**config.mk**
```make
export PLATFORM = sky130hd
export DESIGN_NAME = div_subshift_multi
export DESIGN_NICKNAME = d
export VERILOG_FILES = /design/src/rtl/div_subshift_multi.sv
export SDC_FILE = /design/constraint.sdc
export NUM_CORES = 1
export LEC_CHECK = 0
export CAP_MARGIN = 0
export CORE_ASPECT_RATIO = 0.5
export CORE_UTILIZATION = 55
export DETAILED_ROUTE_END_ITERATION = 12
export GPL_ROUTABILITY_DRIVEN = 1
export PLACE_DENSITY = 0.79
export RECOVER_POWER = 50
export SYNTH_ARGS = -nofsm -noshare
export SYNTH_HDL_FRONTEND = slang
export SYNTH_SLANG_ARGS = --single-unit
```
**constraint.sdc**
```tcl
create_clock -name clk -period 8.7 [get_ports clk]
set_clock_uncertainty 0.1 [all_clocks]
set_input_delay 1.74 -clock clk [delete_from_list [all_inputs] [get_ports clk]]
set_output_delay 1.74 -clock clk [all_outputs]
set_load 0.01 [all_outputs]
```
**src/rtl/div_subshift_multi.sv**
```systemverilog
// Iterative restoring divider: signed/unsigned per operation, STEPS quotient bits per cycle.
// Optional feature macro DIV_ZERO_DETECT_EN: short-circuit divide-by-zero and flag it on div_zero.
//
// state | meaning
// IDLE  | waiting for operands, in_ready=1
// PREP  | operand magnitudes formed, partial remainder cleared
// ITER  | STEPS restoring steps per cycle, DATA_W/STEPS cycles
// FIX   | sign correction of quotient/remainder, results registered
// DONE  | result presented until out_ready
module div_subshift_multi #(
    parameter int DATA_W = 32,
    parameter int STEPS  = 1
) (
    input  logic              clk,
    input  logic              rst_n,
    input  logic              flush,
    input  logic              in_valid,
    output logic              in_ready,
    input  logic              sign,
    input  logic [DATA_W-1:0] dividend,
    input  logic [DATA_W-1:0] divisor,
    output logic              out_valid,
    input  logic              out_ready,
    output logic [DATA_W-1:0] quotient,
    output logic [DATA_W-1:0] remainder,
    output logic              div_zero,
    output logic              busy
);
    localparam int ITERS = DATA_W / STEPS;
    localparam int CNT_W = (ITERS > 1) ? $clog2(ITERS) : 1;
`ifdef DIV_ZERO_DETECT_EN
    localparam bit DZ_EN = 1'b1;
`else
    localparam bit DZ_EN = 1'b0;
`endif

    typedef enum logic [2:0] {S_IDLE, S_PREP, S_ITER, S_FIX, S_DONE} state_t;

    state_t            state_q;
    logic [CNT_W-1:0]  cnt_q;
    logic              dvd_neg_q, dvs_neg_q, dz_q;
    logic [DATA_W-1:0] dvd_q, dvs_q, dvs_mag_q;
    logic [DATA_W-1:0] rem_q, quo_q, rem_d, quo_d;
    logic [DATA_W-1:0] quotient_q, remainder_q;
    logic              div_zero_q, out_valid_q;

    // Combinational cone for one ITER cycle; quo_q starts as the dividend magnitude
    // and is shifted out into the remainder while quotient bits shift in.
    logic [DATA_W-1:0] r_v, q_v;
    logic [DATA_W:0]   r_sh, trial;

    always_comb begin
        r_v   = rem_q;
        q_v   = quo_q;
        r_sh  = '0;
        trial = '0;
        for (int s = 0; s < STEPS; s++) begin
            r_sh  = {r_v, q_v[DATA_W-1]};
            // r_sh < 2*divisor, so the top bit of the DATA_W+1 difference is a valid borrow
            trial = r_sh - {1'b0, dvs_mag_q};
            q_v   = {q_v[DATA_W-2:0], ~trial[DATA_W]};
            r_v   = trial[DATA_W] ? r_sh[DATA_W-1:0] : trial[DATA_W-1:0];
        end
        rem_d = r_v;
        quo_d = q_v;
    end

    always_ff @(posedge clk or negedge rst_n) begin
        if (!rst_n) begin
            state_q     <= S_IDLE;
            cnt_q       <= '0;
            dvd_neg_q   <= 1'b0;
            dvs_neg_q   <= 1'b0;
            dz_q        <= 1'b0;
            dvd_q       <= '0;
            dvs_q       <= '0;
            dvs_mag_q   <= '0;
            rem_q       <= '0;
            quo_q       <= '0;
            quotient_q  <= '0;
            remainder_q <= '0;
            div_zero_q  <= 1'b0;
            out_valid_q <= 1'b0;
        end else if (flush) begin
            state_q     <= S_IDLE;
            cnt_q       <= '0;
            out_valid_q <= 1'b0;
        end else begin
            case (state_q)
                S_IDLE: begin
                    if (in_valid) begin
                        dvd_q     <= dividend;
                        dvs_q     <= divisor;
                        dvd_neg_q <= sign & dividend[DATA_W-1];
                        dvs_neg_q <= sign & divisor[DATA_W-1];
                        dz_q      <= DZ_EN && (divisor == '0);
                        state_q   <= S_PREP;
                    end
                end
                S_PREP: begin
                    quo_q     <= dvd_neg_q ? -dvd_q : dvd_q;
                    dvs_mag_q <= dvs_neg_q ? -dvs_q : dvs_q;
                    rem_q     <= '0;
                    cnt_q     <= dz_q ? '0 : CNT_W'(ITERS - 1);
                    state_q   <= dz_q ? S_FIX : S_ITER;
                end
                S_ITER: begin
                    rem_q <= rem_d;
                    quo_q <= quo_d;
                    if (cnt_q == '0) state_q <= S_FIX;
                    else             cnt_q   <= cnt_q - 1'b1;
                end
                S_FIX: begin
                    if (dz_q) begin
                        quotient_q  <= '1;
                        remainder_q <= dvd_q;
                    end else begin
                        quotient_q  <= (dvd_neg_q ^ dvs_neg_q) ? -quo_q : quo_q;
                        remainder_q <= dvd_neg_q ? -rem_q : rem_q;
                    end
                    div_zero_q  <= dz_q;
                    out_valid_q <= 1'b1;
                    state_q     <= S_DONE;
                end
                S_DONE: begin
                    if (out_ready) begin
                        out_valid_q <= 1'b0;
                        state_q     <= S_IDLE;
                    end
                end
                default: state_q <= S_IDLE;
            endcase
        end
    end

    assign in_ready  = (state_q == S_IDLE);
    assign busy      = (state_q != S_IDLE);
    assign out_valid = out_valid_q;
    assign quotient  = quotient_q;
    assign remainder = remainder_q;
    assign div_zero  = div_zero_q;

endmodule

```
* Word-level counts from Yosys, hierarchy flattened
Index checks and enable logic that the tools add are counted.
W data, S select, Z words.
** Word-level totals
- Bits in registers :: 235
- Output and inout port bits :: 68
** Operators by class
- Add/sub/neg operators :: 6
- Equal/unequal tests :: 8
- Muxes and demuxes :: 18
- Bitwise gates (word level) :: 5
- Reductions and logical operators :: 13
** Operators with widths (count)
- $mux W32 :: 5
- $neg A32 Y32 :: 4
- $pmux W32 S2 :: 2
- $sub A33 B32 Y33 :: 1
- $pmux W3 S5 :: 1
- $mux W3 :: 4
- $ne A3 B3 Y1 const B :: 4
- $mux W5 :: 2
- $pmux W5 S2 :: 1
- $reduce_and A2 Y1 :: 5
- $reduce_bool A3 Y1 :: 3
- $eq A3 B2 Y1 const B :: 2
- $reduce_and A3 Y1 :: 2
- $logic_not A5 Y1 :: 1
- $sub A5 B1 Y5 const B :: 1
- $eq A3 B1 Y1 const B :: 1
- $eq A3 B3 Y1 const B :: 1
- $logic_not A3 Y1 :: 1
- $and A1 B1 Y1 :: 2
- $mux W1 :: 2
- $not A1 Y1 :: 2
- $pmux W1 S2 :: 1
- $reduce_bool A2 Y1 :: 1
- $xor A1 B1 Y1 :: 1

* Logic depth before layout (Yosys ltp)
- Depth after elaboration :: 4
- Gate-level depth with buffers :: 13
- Mapped depth without buffers :: 12

* Least setup slack after synthesis
Ideal clock, no wire load.
- Path type :: input to register
- From :: input flush
- To :: register dvd_q[15]
- Library setup time :: 125 ps
- Data arrival time :: 3304 ps
- Required time :: 8475 ps
- Setup slack :: 5172 ps
- Stages on the path :: 6
- Cells stage by stage :: clkbuf_1 > nor2_1 > nand3_1 > buf_1 > buf_1 > mux2_2
** Between the ends
- Word-level cells in the longest chain between the ends :: 2
** RTL lines
- start: declaration :: RTL line 16 : input logic flush,
- $not A1 Y1 (no line)
- $reduce_and A3 Y1 (no line)
- end signal: assignment :: RTL line 92 : dvd_q <= dividend;
- end: declaration :: RTL line 42 : logic [DATA_W-1:0] dvd_q, dvs_q, dvs_mag_q;
No other way between the ends.
A chain may end at the register's enable or synchronous reset.

* Worst setup path after layout
- From :: input flush
- To :: register remainder_q[0] (netlist: remainder[0])
** Between the ends
- Word-level cells in the longest chain between the ends :: 2
** RTL lines
- $not A1 Y1 (no line)
- $reduce_and A2 Y1 (no line)
- end signal: assignment :: RTL line 116 : remainder_q <= dvd_q;
- end signal: assignment :: RTL line 119 : remainder_q <= dvd_neg_q ? -rem_q : rem_q;
- end: declaration :: RTL line 44 : logic [DATA_W-1:0] quotient_q, remainder_q;
No other way between the ends.

==> out/summary.txt <==
R2R Path Start: state_q[1]$_DFFE_PN0P_
overall routing resource usage: 26.0%
Worst Reg-to-Reg Cells: 5
Synth Net Count: 1570
CTS tree: done
Root Driver: clkbuf_16
Die Wd: 224 um
Die ar.: 0.0254 mm2
sequential-to-total area share from yosys stat: 43.3%
final setup vio count: 0
Post-Syn Area: 0.0136 mm2
r2r endpoint: rem_q[13]$_DFFE_PN0P_
Die Ht: 113 um
critical path class: input port to register
RSZ-0062 raised after global routing: false
fin nets: 1660
r2r setup slk: 4270 ps
post-layout minimum cycle time: 4730 ps
CP Data Arrival Time: 5060 ps
critical path startpoint: flush
Routed Antenna Nets: 0
failing checks: capacitance limit, slew limit
worst skew pair latency: 540 ps
Setup Slack @ Placement: 3920 ps
Hold Path Class: register to register
status: finished with violations
Vias: 11000
PD cells: 366 mW/mm2
Post-synth EDFFs: 0
ANT cells: 0
Pleak: 6.71 nW
crit path capture type: register
Final Cycle Share: 54.3%
initial antenna violation count: 0
Initial Utilization: 56.4%
Fin. Hold Viols: 0
global-route wire length before repair: 53900 um
share of flip-flops with an asynchronous set or reset: 100%
CTS Sinks: 235
H-tree depth: 1
WL final: 32000 um
Distinct cells, synth: 68
Final GP Congestion: 0.943
largest net degree at the start of global routing: 124
CP startpoint kind: input port
hpwl dp: 23300 um
area growth from synthesis to layout: 17.0%
share of post-route cells with drive strength above 1: 9.25%
PnR worst setup slack: 3970 ps
post-CTS setup buffer count: 0
DRC errors left: 0
Synth Warn #: 0
TritonCTS buffer count: 23
I/O pin total: 138
post-synthesis register bit count: 235
ys flop type: dfrtp_1
fmax: 0.212 GHz
DR WL/cell: 16.8 um
Setup TNS: 0 ps
Critical Path Fanout Max: 83
most frequent cells in the layout: 234 x dfrtp_1, 160 x nor2_1, 160 x a21oi_1
Via density: 5.76
CTS Hold Bufs: 0
maxcap violations: 1
placed insts: 1862
I/O Buffers: 136
global route overflow: 0
initial drt markers: 737
most common cell after layout, fill and taps aside: dfrtp_1
CTS Buffer Depth: 3
Cells after Synth: 1461
relative slew slack: -53.0%
Avg Cell Area, Syn: 9.30 um2
WP data required: 9030 ps
vias in the first global route: 10900
Finished Layout Cells: 1904
VDD IR max: 0.000161 V
Max Slew Vio Count: 61
Post-CTS Resized: 0
Site Rows: 40
worst setup path endpoint: remainder[0]$_DFFE_PN0P_
Tightest Pin Transition: 2290 ps
first-pass iteration count of the detailed router: 6
core area: 0.0241 mm2
CTS clk-pin slew, worst paths: 70 ps
## where the power goes
group | switching (W) | total, W | internal (W) | leakage (nW)
registers | 0.000472 | 0.00200 | 0.00152 | 2.89
logic | 0.00147 | 0.00278 | 0.00131 | 3.44
clock network | 0.000440 | 0.00104 | 0.000604 | 0.384
total | 0.00238 | 0.00582 | 0.00344 | 6.71
## cell families (layout without fill, tap and decap cells)
group                    after synthesis  in the layout  share of synthesized area, %
other                                  1              1                        0.0276
XOR/XNOR                             148            148                          9.54
adder cells (fa/ha/maj)               39             39                          3.64
multiplexers                         107            107                          8.54
flip-flops                           235            235                          43.3
AO/OA/AOI/OAI                        394            394                          17.3
AND/OR/NAND/NOR                      399            399                          13.5
buffers and inverters                138            245                          4.18
## stage by stage
step | cell area (um2) | utilization [%] | total power, W | hold WS [ps]
3_5_place_dp | 15100 | 62.7 | 0.00477 | 403
5_1_grt | 15900 | 65.9 | 0.00625 | 439
3_3_place_gp | 15100 | 62.7 | 0.00465 | 389
4_1_cts | 15900 | 66.0 | 0.00584 | 423
6_report | 15900 | 65.9 | 0.00582 | 430
2_1_floorplan | 13600 | - | 0.00384 | 371
## area by class of cell
type | count | area [um2]
Fill cell | 1934 | 8220
Multi-Input combinational cell | 1088 | 7170
Sequential cell | 235 | 5880
Timing Repair Buffer | 143 | 1430
Clock buffer | 29 | 628
Tap cell | 336 | 420
Inverter | 60 | 225
Clock inverter | 13 | 153
## sequential cells by signal, summed over array words and instances, names as in the netlist
| register | cells |
|---|---|
| quotient | 32 |
| rem_q | 32 |
| dvs_q | 32 |
| out_valid | 1 |
| cnt_q | 5 |
| dvs_mag_q | 32 |
| state_q | 3 |
| dvs_neg_q | 1 |
| dvd_neg_q | 1 |
| dvd_q | 32 |
| quo_q | 32 |
| remainder | 32 |
## worst max-delay path, cell delays in order
cell           delay [ps]
dlygate4sd3_1         690
nor2_1                280
and3_1               1140
buf_4                 760
mux2_2                400
## Yosys cell counts (29+ instances only)
cell type,number,area share [%]
a21oi_1,160,5.9
clkbuf_1,53,1.5
dfrtp_1,235,43
ha_1,38,3.5
inv_1,59,1.6
mux2_2,72,6.0
mux2i_1,35,2.6
nand2_1,121,3.3
nor2_1,161,4.4
o21ai_0,118,4.3
o31ai_1,29,1.6
xnor2_1,52,3.4
xor2_1,96,6.2
## worst min-delay path by stage
stage          slack [ps]  cells past startpoint                  endpoint                      from
6_report              430                      1  remainder[0]$_DFFE_PN0P_  remainder[0]$_DFFE_PN0P_
5_1_grt               440                      1   quotient[0]$_DFFE_PN0P_   quotient[0]$_DFFE_PN0P_
4_1_cts               420                      1   quotient[0]$_DFFE_PN0P_   quotient[0]$_DFFE_PN0P_
3_5_place_dp          400                      1   quotient[0]$_DFFE_PN0P_   quotient[0]$_DFFE_PN0P_
3_3_place_gp          390                      1      cnt_q[0]$_DFFE_PN0P_      cnt_q[0]$_DFFE_PN0P_
2_1_floorplan         370                      1      cnt_q[0]$_DFFE_PN0P_      cnt_q[0]$_DFFE_PN0P_
## layer usage
metal  track usage [%]  share of wire [%]  wire length (um)  vias up
met5                 0                  0                 0        -
met4              6.39                2.0               653        0
met3              3.71                3.8              1230       61
met2              45.7                 49             15800      230
met1              34.0                 45             14400     5362
li1                  -                  -                 -     5307
No activity file was read; power rests on OpenSTA's default activity.
